### src/rtl/fifo_ctrl_param_if.sv
// Handshake/data bundle between a producer/consumer and fifo_ctrl_param.
//
// Signals:
//   wr_en, rd_en, din    requests and write data (driven by the master)
//   dout                 registered read data
//   data_count           number of stored words, 0..2**ADDR_WIDTH
//   full, empty          count == DEPTH / count == 0
//   almost_full/empty    threshold flags decoded from data_count
//   wr_ack, wr_err       one-cycle pulse per accepted / rejected write
//   rd_ack, rd_err       one-cycle pulse per performed / rejected read
//   state                operation performed at the last edge
//
// Modports: master = producer/consumer side, slave = FIFO side.
interface fifo_ctrl_param_if #(
   parameter int DATA_WIDTH = 32,
   parameter int ADDR_WIDTH = 3
);
   logic                  wr_en;
   logic                  rd_en;
   logic [DATA_WIDTH-1:0] din;
   logic [DATA_WIDTH-1:0] dout;
   logic [ADDR_WIDTH:0]   data_count;
   logic                  full;
   logic                  empty;
   logic                  almost_full;
   logic                  almost_empty;
   logic                  wr_ack;
   logic                  wr_err;
   logic                  rd_ack;
   logic                  rd_err;
   logic [2:0]            state;

   modport master (
      output wr_en, rd_en, din,
      input  dout, data_count, full, empty, almost_full, almost_empty,
      input  wr_ack, wr_err, rd_ack, rd_err, state
   );

   modport slave (
      input  wr_en, rd_en, din,
      output dout, data_count, full, empty, almost_full, almost_empty,
      output wr_ack, wr_err, rd_ack, rd_err, state
   );
endinterface

### src/rtl/fifo_ctrl_param.sv
// Parametrised synchronous FIFO: register-array storage, head/tail pointers,
// word count, threshold flags, per-request ack/err pulses and an exported
// operation-state register.
//
// Ports:
//   clk   single rising-edge clock
//   rst   synchronous active-high reset (clears pointers, count, dout,
//         pulses and state; storage is left untouched)
//   bus   fifo_ctrl_param_if.slave -- requests, data, flags, pulses, state
//
// state | meaning
// ------+-------------------------------------------------------------
// 000   | INIT      after reset
// 001   | NO_OP     no request at the last edge
// 010   | WRITE     write accepted
// 011   | WR_ERROR  write rejected (full)
// 100   | READ      read performed
// 101   | RD_ERROR  read rejected (empty; a paired write may still land)
// 110   | RDWR      simultaneous read and write performed
// 111   | unused    next edge clears everything exactly like reset
module fifo_ctrl_param #(
   parameter int DATA_WIDTH   = 32,
   parameter int ADDR_WIDTH   = 3,
   parameter int AFULL_LEVEL  = (2**ADDR_WIDTH) - 1,
   parameter int AEMPTY_LEVEL = 1
) (
   input logic          clk,
   input logic          rst,
   fifo_ctrl_param_if.slave bus
);

   localparam int DEPTH = 2**ADDR_WIDTH;
   localparam logic [ADDR_WIDTH:0] DEPTH_C  = DEPTH[ADDR_WIDTH:0];
   localparam logic [ADDR_WIDTH:0] AFULL_C  = AFULL_LEVEL[ADDR_WIDTH:0];
   localparam logic [ADDR_WIDTH:0] AEMPTY_C = AEMPTY_LEVEL[ADDR_WIDTH:0];

   typedef enum logic [2:0] {
      ST_INIT     = 3'b000,
      ST_NO_OP    = 3'b001,
      ST_WRITE    = 3'b010,
      ST_WR_ERROR = 3'b011,
      ST_READ     = 3'b100,
      ST_RD_ERROR = 3'b101,
      ST_RDWR     = 3'b110,
      ST_UNUSED   = 3'b111
   } state_t;

   state_t                state_q, state_d;
   logic [DATA_WIDTH-1:0] mem [DEPTH];
   logic [ADDR_WIDTH-1:0] head_q, tail_q;
   logic [ADDR_WIDTH:0]   count_q;
   logic [DATA_WIDTH-1:0] dout_q;
   logic                  wr_ack_q, wr_err_q, rd_ack_q, rd_err_q;
   logic                  wr_ack_d, wr_err_d, rd_ack_d, rd_err_d;
   logic                  do_wr, do_rd, clr;
   logic                  is_full, is_empty;

   // Flags come from the registered count only, never from this cycle's requests.
   assign is_full  = (count_q == DEPTH_C);
   assign is_empty = (count_q == '0);

   always_comb begin
      state_d  = ST_NO_OP;
      do_wr    = 1'b0;
      do_rd    = 1'b0;
      clr      = 1'b0;
      wr_ack_d = 1'b0;
      wr_err_d = 1'b0;
      rd_ack_d = 1'b0;
      rd_err_d = 1'b0;
      if (state_q == ST_UNUSED) begin
         clr     = 1'b1;
         state_d = ST_INIT;
      end else begin
         case ({bus.wr_en, bus.rd_en})
            2'b10: begin
               if (!is_full) begin
                  do_wr    = 1'b1;
                  wr_ack_d = 1'b1;
                  state_d  = ST_WRITE;
               end else begin
                  wr_err_d = 1'b1;
                  state_d  = ST_WR_ERROR;
               end
            end
            2'b01: begin
               if (!is_empty) begin
                  do_rd    = 1'b1;
                  rd_ack_d = 1'b1;
                  state_d  = ST_READ;
               end else begin
                  rd_err_d = 1'b1;
                  state_d  = ST_RD_ERROR;
               end
            end
            2'b11: begin
               // At full head == tail: the read takes the old word through the
               // nonblocking update, and the write refills the freed slot.
               if (!is_empty) begin
                  do_wr    = 1'b1;
                  do_rd    = 1'b1;
                  wr_ack_d = 1'b1;
                  rd_ack_d = 1'b1;
                  state_d  = ST_RDWR;
               end else begin
                  // Empty: the write lands, the read is refused (no bypass of din).
                  do_wr    = 1'b1;
                  wr_ack_d = 1'b1;
                  rd_err_d = 1'b1;
                  state_d  = ST_RD_ERROR;
               end
            end
            default: state_d = ST_NO_OP;
         endcase
      end
   end

   always_ff @(posedge clk) begin
      if (rst || clr) begin
         state_q  <= ST_INIT;
         head_q   <= '0;
         tail_q   <= '0;
         count_q  <= '0;
         dout_q   <= '0;
         wr_ack_q <= 1'b0;
         wr_err_q <= 1'b0;
         rd_ack_q <= 1'b0;
         rd_err_q <= 1'b0;
      end else begin
         state_q  <= state_d;
         wr_ack_q <= wr_ack_d;
         wr_err_q <= wr_err_d;
         rd_ack_q <= rd_ack_d;
         rd_err_q <= rd_err_d;
         if (do_wr) begin
            tail_q <= tail_q + ADDR_WIDTH'(1);
         end
         if (do_rd) begin
            dout_q <= mem[head_q];
            head_q <= head_q + ADDR_WIDTH'(1);
         end
         case ({do_wr, do_rd})
            2'b10:   count_q <= count_q + (ADDR_WIDTH+1)'(1);
            2'b01:   count_q <= count_q - (ADDR_WIDTH+1)'(1);
            default: count_q <= count_q;
         endcase
      end
   end

   // Storage is not reset; do_wr is already low whenever clr is set.
   always_ff @(posedge clk) begin
      if (do_wr && !rst) begin
         mem[tail_q] <= bus.din;
      end
   end

   assign bus.dout         = dout_q;
   assign bus.data_count   = count_q;
   assign bus.full         = is_full;
   assign bus.empty        = is_empty;
   assign bus.almost_full  = (count_q >= AFULL_C);
   assign bus.almost_empty = (count_q <= AEMPTY_C);
   assign bus.wr_ack       = wr_ack_q;
   assign bus.wr_err       = wr_err_q;
   assign bus.rd_ack       = rd_ack_q;
   assign bus.rd_err       = rd_err_q;
   assign bus.state        = state_q;

endmodule

### src/flat_wrapper.sv
// flat-port wrapper written by rule: the top's interface ports become plain ports
module fifo_ctrl_param_flat 
#(
   parameter int DATA_WIDTH   = 32,
   parameter int ADDR_WIDTH   = 3,
   parameter int AFULL_LEVEL  = (2**ADDR_WIDTH) - 1,
   parameter int AEMPTY_LEVEL = 1
)
  (clk, rst, bus_wr_en, bus_rd_en, bus_din, bus_dout, bus_data_count, bus_full, bus_empty, bus_almost_full, bus_almost_empty, bus_wr_ack, bus_wr_err, bus_rd_ack, bus_rd_err, bus_state);
  fifo_ctrl_param_if #(.DATA_WIDTH(DATA_WIDTH), .ADDR_WIDTH(ADDR_WIDTH)) bus_i ();
  input logic clk;
  input logic rst;
  input wire logic [$bits(bus_i.wr_en)-1:0] bus_wr_en;
  input wire logic [$bits(bus_i.rd_en)-1:0] bus_rd_en;
  input wire logic [$bits(bus_i.din)-1:0] bus_din;
  output wire logic [$bits(bus_i.dout)-1:0] bus_dout;
  output wire logic [$bits(bus_i.data_count)-1:0] bus_data_count;
  output wire logic [$bits(bus_i.full)-1:0] bus_full;
  output wire logic [$bits(bus_i.empty)-1:0] bus_empty;
  output wire logic [$bits(bus_i.almost_full)-1:0] bus_almost_full;
  output wire logic [$bits(bus_i.almost_empty)-1:0] bus_almost_empty;
  output wire logic [$bits(bus_i.wr_ack)-1:0] bus_wr_ack;
  output wire logic [$bits(bus_i.wr_err)-1:0] bus_wr_err;
  output wire logic [$bits(bus_i.rd_ack)-1:0] bus_rd_ack;
  output wire logic [$bits(bus_i.rd_err)-1:0] bus_rd_err;
  output wire logic [$bits(bus_i.state)-1:0] bus_state;
  assign bus_i.wr_en = bus_wr_en;
  assign bus_i.rd_en = bus_rd_en;
  assign bus_i.din = bus_din;
  assign bus_dout = bus_i.dout;
  assign bus_data_count = bus_i.data_count;
  assign bus_full = bus_i.full;
  assign bus_empty = bus_i.empty;
  assign bus_almost_full = bus_i.almost_full;
  assign bus_almost_empty = bus_i.almost_empty;
  assign bus_wr_ack = bus_i.wr_ack;
  assign bus_wr_err = bus_i.wr_err;
  assign bus_rd_ack = bus_i.rd_ack;
  assign bus_rd_err = bus_i.rd_err;
  assign bus_state = bus_i.state;
  fifo_ctrl_param #(.DATA_WIDTH(DATA_WIDTH), .ADDR_WIDTH(ADDR_WIDTH), .AFULL_LEVEL(AFULL_LEVEL), .AEMPTY_LEVEL(AEMPTY_LEVEL)) u_core (.clk(clk), .rst(rst), .bus(bus_i));
endmodule
### config.mk
export PLATFORM = sky130hd
export DESIGN_NAME = fifo_ctrl_param_flat
export DESIGN_NICKNAME = d
export VERILOG_FILES = /design/src/rtl/fifo_ctrl_param_if.sv /design/src/rtl/fifo_ctrl_param.sv /design/src/flat_wrapper.sv
export SDC_FILE = /design/constraint.sdc
export NUM_CORES = 1
export LEC_CHECK = 0
export ABC_CLOCK_PERIOD_IN_PS = 4400
export BUFFER_PORTS_ARGS = -buffer_cell sky130_fd_sc_hd__buf_2
export CORE_ASPECT_RATIO = 2
export CORE_MARGIN = 5
export CORE_UTILIZATION = 54
export DETAILED_ROUTE_END_ITERATION = 6
export PLACE_DENSITY = 0.77
export SLEW_MARGIN = 25
export SYNTH_ARGS = -nofsm -noshare
export SYNTH_HDL_FRONTEND = slang
export SYNTH_SLANG_ARGS = --single-unit
### constraint.sdc
create_clock -name clk -period 4.4 [get_ports clk]
set_clock_uncertainty 0.15 [all_clocks]
set_input_delay 0.44 -clock clk [delete_from_list [all_inputs] [get_ports clk]]
set_output_delay 0.44 -clock clk [all_outputs]
set_load 0.03 [all_outputs]
# [Yosys cells after proc, flatten, opt, wreduce, memory -nomap -nowiden]
# Memories as Yosys holds them, arrays and structs flattened. A register that Yosys moved wholly into a read port is not among the register bits.
# Cells that the tools add are included.
# Widths: inputs -> output; s select.
[op_classes] magnitude_cmp=2 n_reduce_logical=9 n_mux=16 n_bitwise=2 eq_ne=7 addsub=4
[op_table] op="$mux 1" count=12
[op_table] op="$pmux 3 s3" count=1
[op_table] op="$pmux 4 s2" count=1
[op_table] op="$add 3x1->3 const B" count=2
[op_table] op="$eq 2x2->1 const B" count=3
[op_table] op="$reduce_or 3->1" count=2
[op_table] op="$add 4x1->4 const B" count=1
[op_table] op="$eq 2x1->1 const B" count=2
[op_table] op="$eq 4x4->1 const B" count=1
[op_table] op="$ge 4x3->1 const B" count=1
[op_table] op="$le 4x1->1 const B" count=1
[op_table] op="$logic_not 4->1" count=1
[op_table] op="$reduce_or 2->1" count=2
[op_table] op="$sub 4x1->4 const B" count=1
[op_table] op="$eq 3x3->1 const B" count=1
[op_table] op="$mux 2" count=1
[op_table] op="$not 1->1" count=2
[op_table] op="$pmux 1 s2" count=1
[op_table] op="$reduce_bool 2->1" count=1
[op_table] op="$logic_and 1x1->1" count=1
[op_table] op="$logic_not 1->1" count=1
[op_table] op="$logic_or 1x1->1" count=1
[word_totals] ff_bits=17 ram_bits=256 input_bits=36 n_memories=1 output_inout_bits=47 word_cells=49
[memory_table] memory="u_core.mem" words=8 width=32 rd=1 rd_clocked_by_memory_dff=1 wr=1 line="fifo_ctrl_param.sv:49" source="logic [DATA_WIDTH-1:0] mem [DEPTH];"

# [Logic depth before layout (Yosys ltp)]
[logic_depth] ltp_word=7 ltp_mapped=11 depth_no_buf=10

# [Worst setup path after synthesis]
# OpenSTA, ideal clock, no wires.
[synth_path] path_kind="register -> register" start="reg u_core.count_q[0], in the netlist u_core.bus.data_count[0]" end="mem u_core.mem[0][0] (enable)" arrival_ns=3.780 path_buffers=0 setup_ns=0.461 synth_period_minus_slack_ns=4.391 t_required_ns=3.789 stages_incl_launch_ff=7 setup_slack_ns=0.009 path_cell_list="dfxtp_1 -> inv_1 -> ha_1 -> nand3b_1 -> o21ai_1 -> or3_1 -> nor3_1"
[synth_between] elab_chain_cells=7
[synth_rtl] element="start, declared" line="fifo_ctrl_param.sv:51" source="logic [ADDR_WIDTH:0] count_q;"
[synth_rtl] element="start signal, assigned" line="fifo_ctrl_param.sv:143" source="2'b10: count_q <= count_q + (ADDR_WIDTH+1)'(1);"
[synth_rtl] element="start signal, assigned" line="fifo_ctrl_param.sv:144" source="2'b01: count_q <= count_q - (ADDR_WIDTH+1)'(1);"
[synth_rtl] element="start signal, assigned" line="fifo_ctrl_param.sv:145" source="default: count_q <= count_q;"
[synth_rtl] element="$eq 4x4->1" line="fifo_ctrl_param.sv:59" source="assign is_full = (count_q == DEPTH_C);"
[synth_rtl] element="$mux 1" line="fifo_ctrl_param.sv:77" source="if (!is_full) begin"
[synth_rtl] element="$pmux 1 s2" line="fifo_ctrl_param.sv:75" source="case ({bus.wr_en, bus.rd_en})"
[synth_rtl] element="$mux 1" line="fifo_ctrl_param.sv:71" source="if (state_q == ST_UNUSED) begin"
[synth_rtl] element="$logic_and 1x1->1" line="fifo_ctrl_param.sv:152" source="if (do_wr && !rst) begin"
[synth_rtl] element="$mux 1" line="fifo_ctrl_param.sv:152"
[synth_rtl] element="$mux 1 (not written as such)" line="fifo_ctrl_param.sv:153" source="mem[tail_q] <= bus.din;"
[synth_rtl] element="end, declared" line="fifo_ctrl_param.sv:49"
# No other way between the ends.

# [Worst setup path after layout]
[layout_path] start="reg u_core.count_q[0], in the netlist u_core.bus.data_count[0]" end="reg u_core.count_q[3], in the netlist u_core.bus.data_count[3]"
[layout_between] elab_chain_cells=6 elab_cells_between_ends=14 cone_classes="2 x add/sub; 3 x eq/ne; 7 x mux; 2 x reduce/logical"
[layout_rtl] element="$eq 4x4->1 / $logic_not 4->1 (equally long branches)" line="fifo_ctrl_param.sv:59, fifo_ctrl_param.sv:60"
[layout_rtl] element="$mux 1 (on tied branches)" line="fifo_ctrl_param.sv:77, fifo_ctrl_param.sv:87, fifo_ctrl_param.sv:99"
[layout_rtl] element="$pmux 1 s2 / $mux 1 (equally long branches)"
[layout_rtl] element="$mux 1" line="fifo_ctrl_param.sv:71"
[layout_rtl] element="$eq 2x1->1 / $eq 2x2->1 (equally long branches)" line="fifo_ctrl_param.sv:142" source="case ({do_wr, do_rd})"
[layout_rtl] element="$pmux 4 s2 / $reduce_bool 2->1 (equally long branches)"
# Parallel ways exist; a longest one is shown, timed or not.
# A chain may end at the register's enable or synchronous reset.

==> reports/qor.csv <==
stage,metric,value,unit
placed_design,portBuffers,82,
sta,hold_viol_final,0,
global_route,grt_pass1_wl,35900,microns
cells_and_area,n_fill_cell,1428,
synthesis,ys_seq_area_share,75.8,%
worst_setup_path,endpoint_kind,register,
synthesis,syn-num-nets,686,
cts,insertion_delay,510,ps
detailed_routing,wl_per_cell,23.0,microns
placed_design,dp_hpwl,14000,microns
cts,post_cts_resized,0,
floorplanning,die_h,216,microns
cts,h-tree-depth,1,
cts,post_cts_buffers,0,
worst_setup_path,max_stage_delay,620,ps
synthesis,syn_avg_cell_area,17.8,sq um
synthesis,synth-edff-count,256,
worst_setup_path,cp.required,4630,ps
global_route,track_usage,18.9,%
global_route,grt_max_degree,68,
synthesis,synthArstFlopShare,0,%
detailed_routing,drtPass1Iterations,5,
power,power.leakage,4.29,nW
detailed_routing,ant_nets,0,
placed_design,place_area,12100,sq um
global_route,first_global_vias,6505,
global_route,antenna_found_initial,1,
cells_and_area,antenna_cells,0,
cts,clkSlewWorstSetupHoldPaths,70,ps
hold_path,min-delay-start,bus_din[4],
hold_path,worstHoldPathType,in2reg,
worst_setup_path,critical_path.max_fanout,67,
floorplanning,core,20900,sq um
power,internal_power,5.16,mW
worst_setup_path,startpoint,u_core.bus.data_count[0],
cells_and_area,area_growth,13.8,%
run,max_cap_viol_count,0,
floorplanning,pin_count,83,
sta,rsz0062_at_grt,false,
sta,maxSlewHeadroom,34.2,%
synthesis,synth_top_area_cell,edfxtp_1,
sta,fin_crit_sh,71.8,%
sta,fmax,0.317,GHz
global_route,grt_remaining_overflow,0,
floorplanning,die_area,24400,sq um
cells_and_area,postLayoutCellArea,13000,sq um
synthesis,yosysTopAreaCellShare,67.2,%
outcome,status,completed,
sta,min_period,3160,ps
worst_setup_path,worstPathArrival,3390,ps
floorplanning,initial_utilization,54.7,%
worst_setup_path,worstSetupPathType,reg2reg,
placed_design,gp_congestion,0.781,
floorplanning,rows,75,
cts,clock_sinks,305,
cts,clk_path_buf_depth,3,
synthesis,yosysMostFrequentCell,edfxtp_1,
detailed_routing,dr.first_iter.drc_count,481,
detailed_routing,drc,0,
cts,clockRootBuffer,clkbuf_16,
sta,tns,0,ps
detailed_routing,routed_via_density,5.95,
synthesis,syn_inst,644,
cells_and_area,fin_nets,771,
synthesis,synth-seq-cells,305,
sta,worst-slew-pin-transition,986,ps
power,switchingPower,2.11,mW
cells_and_area,drive_gt1_share,24.1,%
cts,cts_buffers,24,
worst_setup_path,crit_chain,inv_1 -> ha_1 -> or3b_4 -> and3_4 -> ha_1 -> or4b_1 -> a21oi_1 -> xnor2_1 -> nor2_1,
cts,hold_buffers,0,
synthesis,ys_top_cells_by_count,"256 x edfxtp_1, 69 x a21oi_1, 65 x mux2i_1",
power,clkPwrFrac,30.5,%
power,switching_share,29.0,%
power,pwr-share-seq,48.3,%
worst_setup_path,cp_common_cell,ha_1,
worst_setup_path,startpoint_type,register,
worst_setup_path,cp_top_family,simple AND/OR/NAND/NOR gates,
power,p_per_area,558,nW/um^2
cts,cts_tree,done,
power,comb_power_share,21.2,%
synthesis,netlist_area,11400,sq um
floorplanning,fp.dieW,113,microns
detailed_routing,via_count,6043,
worst_setup_path,cp_num_buf_inv,1,
cells_and_area,multi_input_area,2570,sq um
power,ir_drop,0.000376,V
synthesis,yosys_warnings,0,
sta,setup_viol,0,
sta,slew_viol_final,0,
worst_setup_path,critPathSlowestCell,and3_4,
synthesis,synth_flop_cell,edfxtp_1,
synthesis,synth.area.top_cells,"edfxtp_1 67%, dfxtp_1 8.6%, mux4_2 6.3%",
detailed_routing,wirelength,23300,microns
synthesis,yosysUniqueCellTypes,39,
worst_setup_path,rr_startpoint,u_core.bus.data_count[0],
cells_and_area,register_area,8670,sq um
[cells in the final DEF, fill, tap and decap left out, drive strengths merged, types with 5 or more instances in the layout]
cell type,Yosys,final
a21oi,69,69
buf,22,97
clkbuf,16,31
clkinv,0,7
dfxtp,49,49
edfxtp,256,256
ha,6,6
inv,5,5
mux2i,65,65
mux4,32,32
nand2,7,7
nor2,16,16
o21ai,34,34
o22ai,32,32
[per-stage QoR]
stage	util [%]	instances	hold slack, ps	total power, mW	setup slack [ps]
after floorplan	-	644	348	4.71	9.27
after global placement	57.8	968	378	5.04	1370
after detailed placement	57.8	968	386	5.10	1230
after CTS	61.7	1012	38.6	7.31	1210
after global routing	62.2	1016	55.3	7.58	1040
final	62.2	1016	60.0	7.27	1240
[final cells by class]
| type | count | area share (%) |
|---|---|---|
| Clock buffer | 31 | 4.98 |
| Clock inverter | 13 | 1.32 |
| Timing Repair Buffer | 97 | 4.57 |
| Multi-Input combinational cell | 296 | 19.8 |
| Tap cell | 269 | 2.59 |
| Sequential cell | 305 | 66.6 |
| Inverter | 5 | 0.144 |
[registers in the layout, summed over array words and instances, names as in the netlist]
register               count
u_core.bus.wr_ack          1
u_core.mem               256
u_core.bus.rd_ack          1
u_core.bus.wr_err          1
u_core.head_q              3
u_core.bus.dout           32
u_core.tail_q              3
u_core.bus.rd_err          1
u_core.bus.data_count      4
u_core.bus.state           3
[power groups by stage]
stage               Clock [mW]  Sequential (mW)  Combinational (mW)
detailed placement           0             3.57                1.53
global route              2.38             3.54                1.66
finish                    2.22             3.51                1.54
floorplan                    0             3.69                1.02
global placement             0             3.55                1.49
CTS                       2.25             3.51                1.55
[metal layers]
metal | routed length, microns | GRT usage (%) | vias to the layer above
li1 | - | - | 2713
met1 | 8360 | 21.8 | 3089
met2 | 13300 | 35.3 | 202
met3 | 1110 | 2.24 | 37
met4 | 605 | 7.06 | 2
met5 | 7 | 0 | -
[cell families after synthesis]
family,after synthesis,share of synthesized area (%)
flip-flops,305,75.8
AO/OA/AOI/OAI,143,6.80
multiplexers,97,12.0
AND/OR/NAND/NOR,44,1.99
buffers and inverters,43,2.32
XOR/XNOR,6,0.459
adder cells (fa/ha/maj),6,0.656
[worst paths after layout]
check / depth (start not counted) / slack [ps] / endpoint
setup / recovery: 9 / 1240 / u_core.bus.data_count[3]
hold / removal: 1 / 60 / u_core.mem[3][4]
setup reg to reg: 9 / 1240 / u_core.bus.data_count[3]
hold reg to reg: 2 / 400 / u_core.bus.dout[30]
Power figures use the tool's default switching activity.
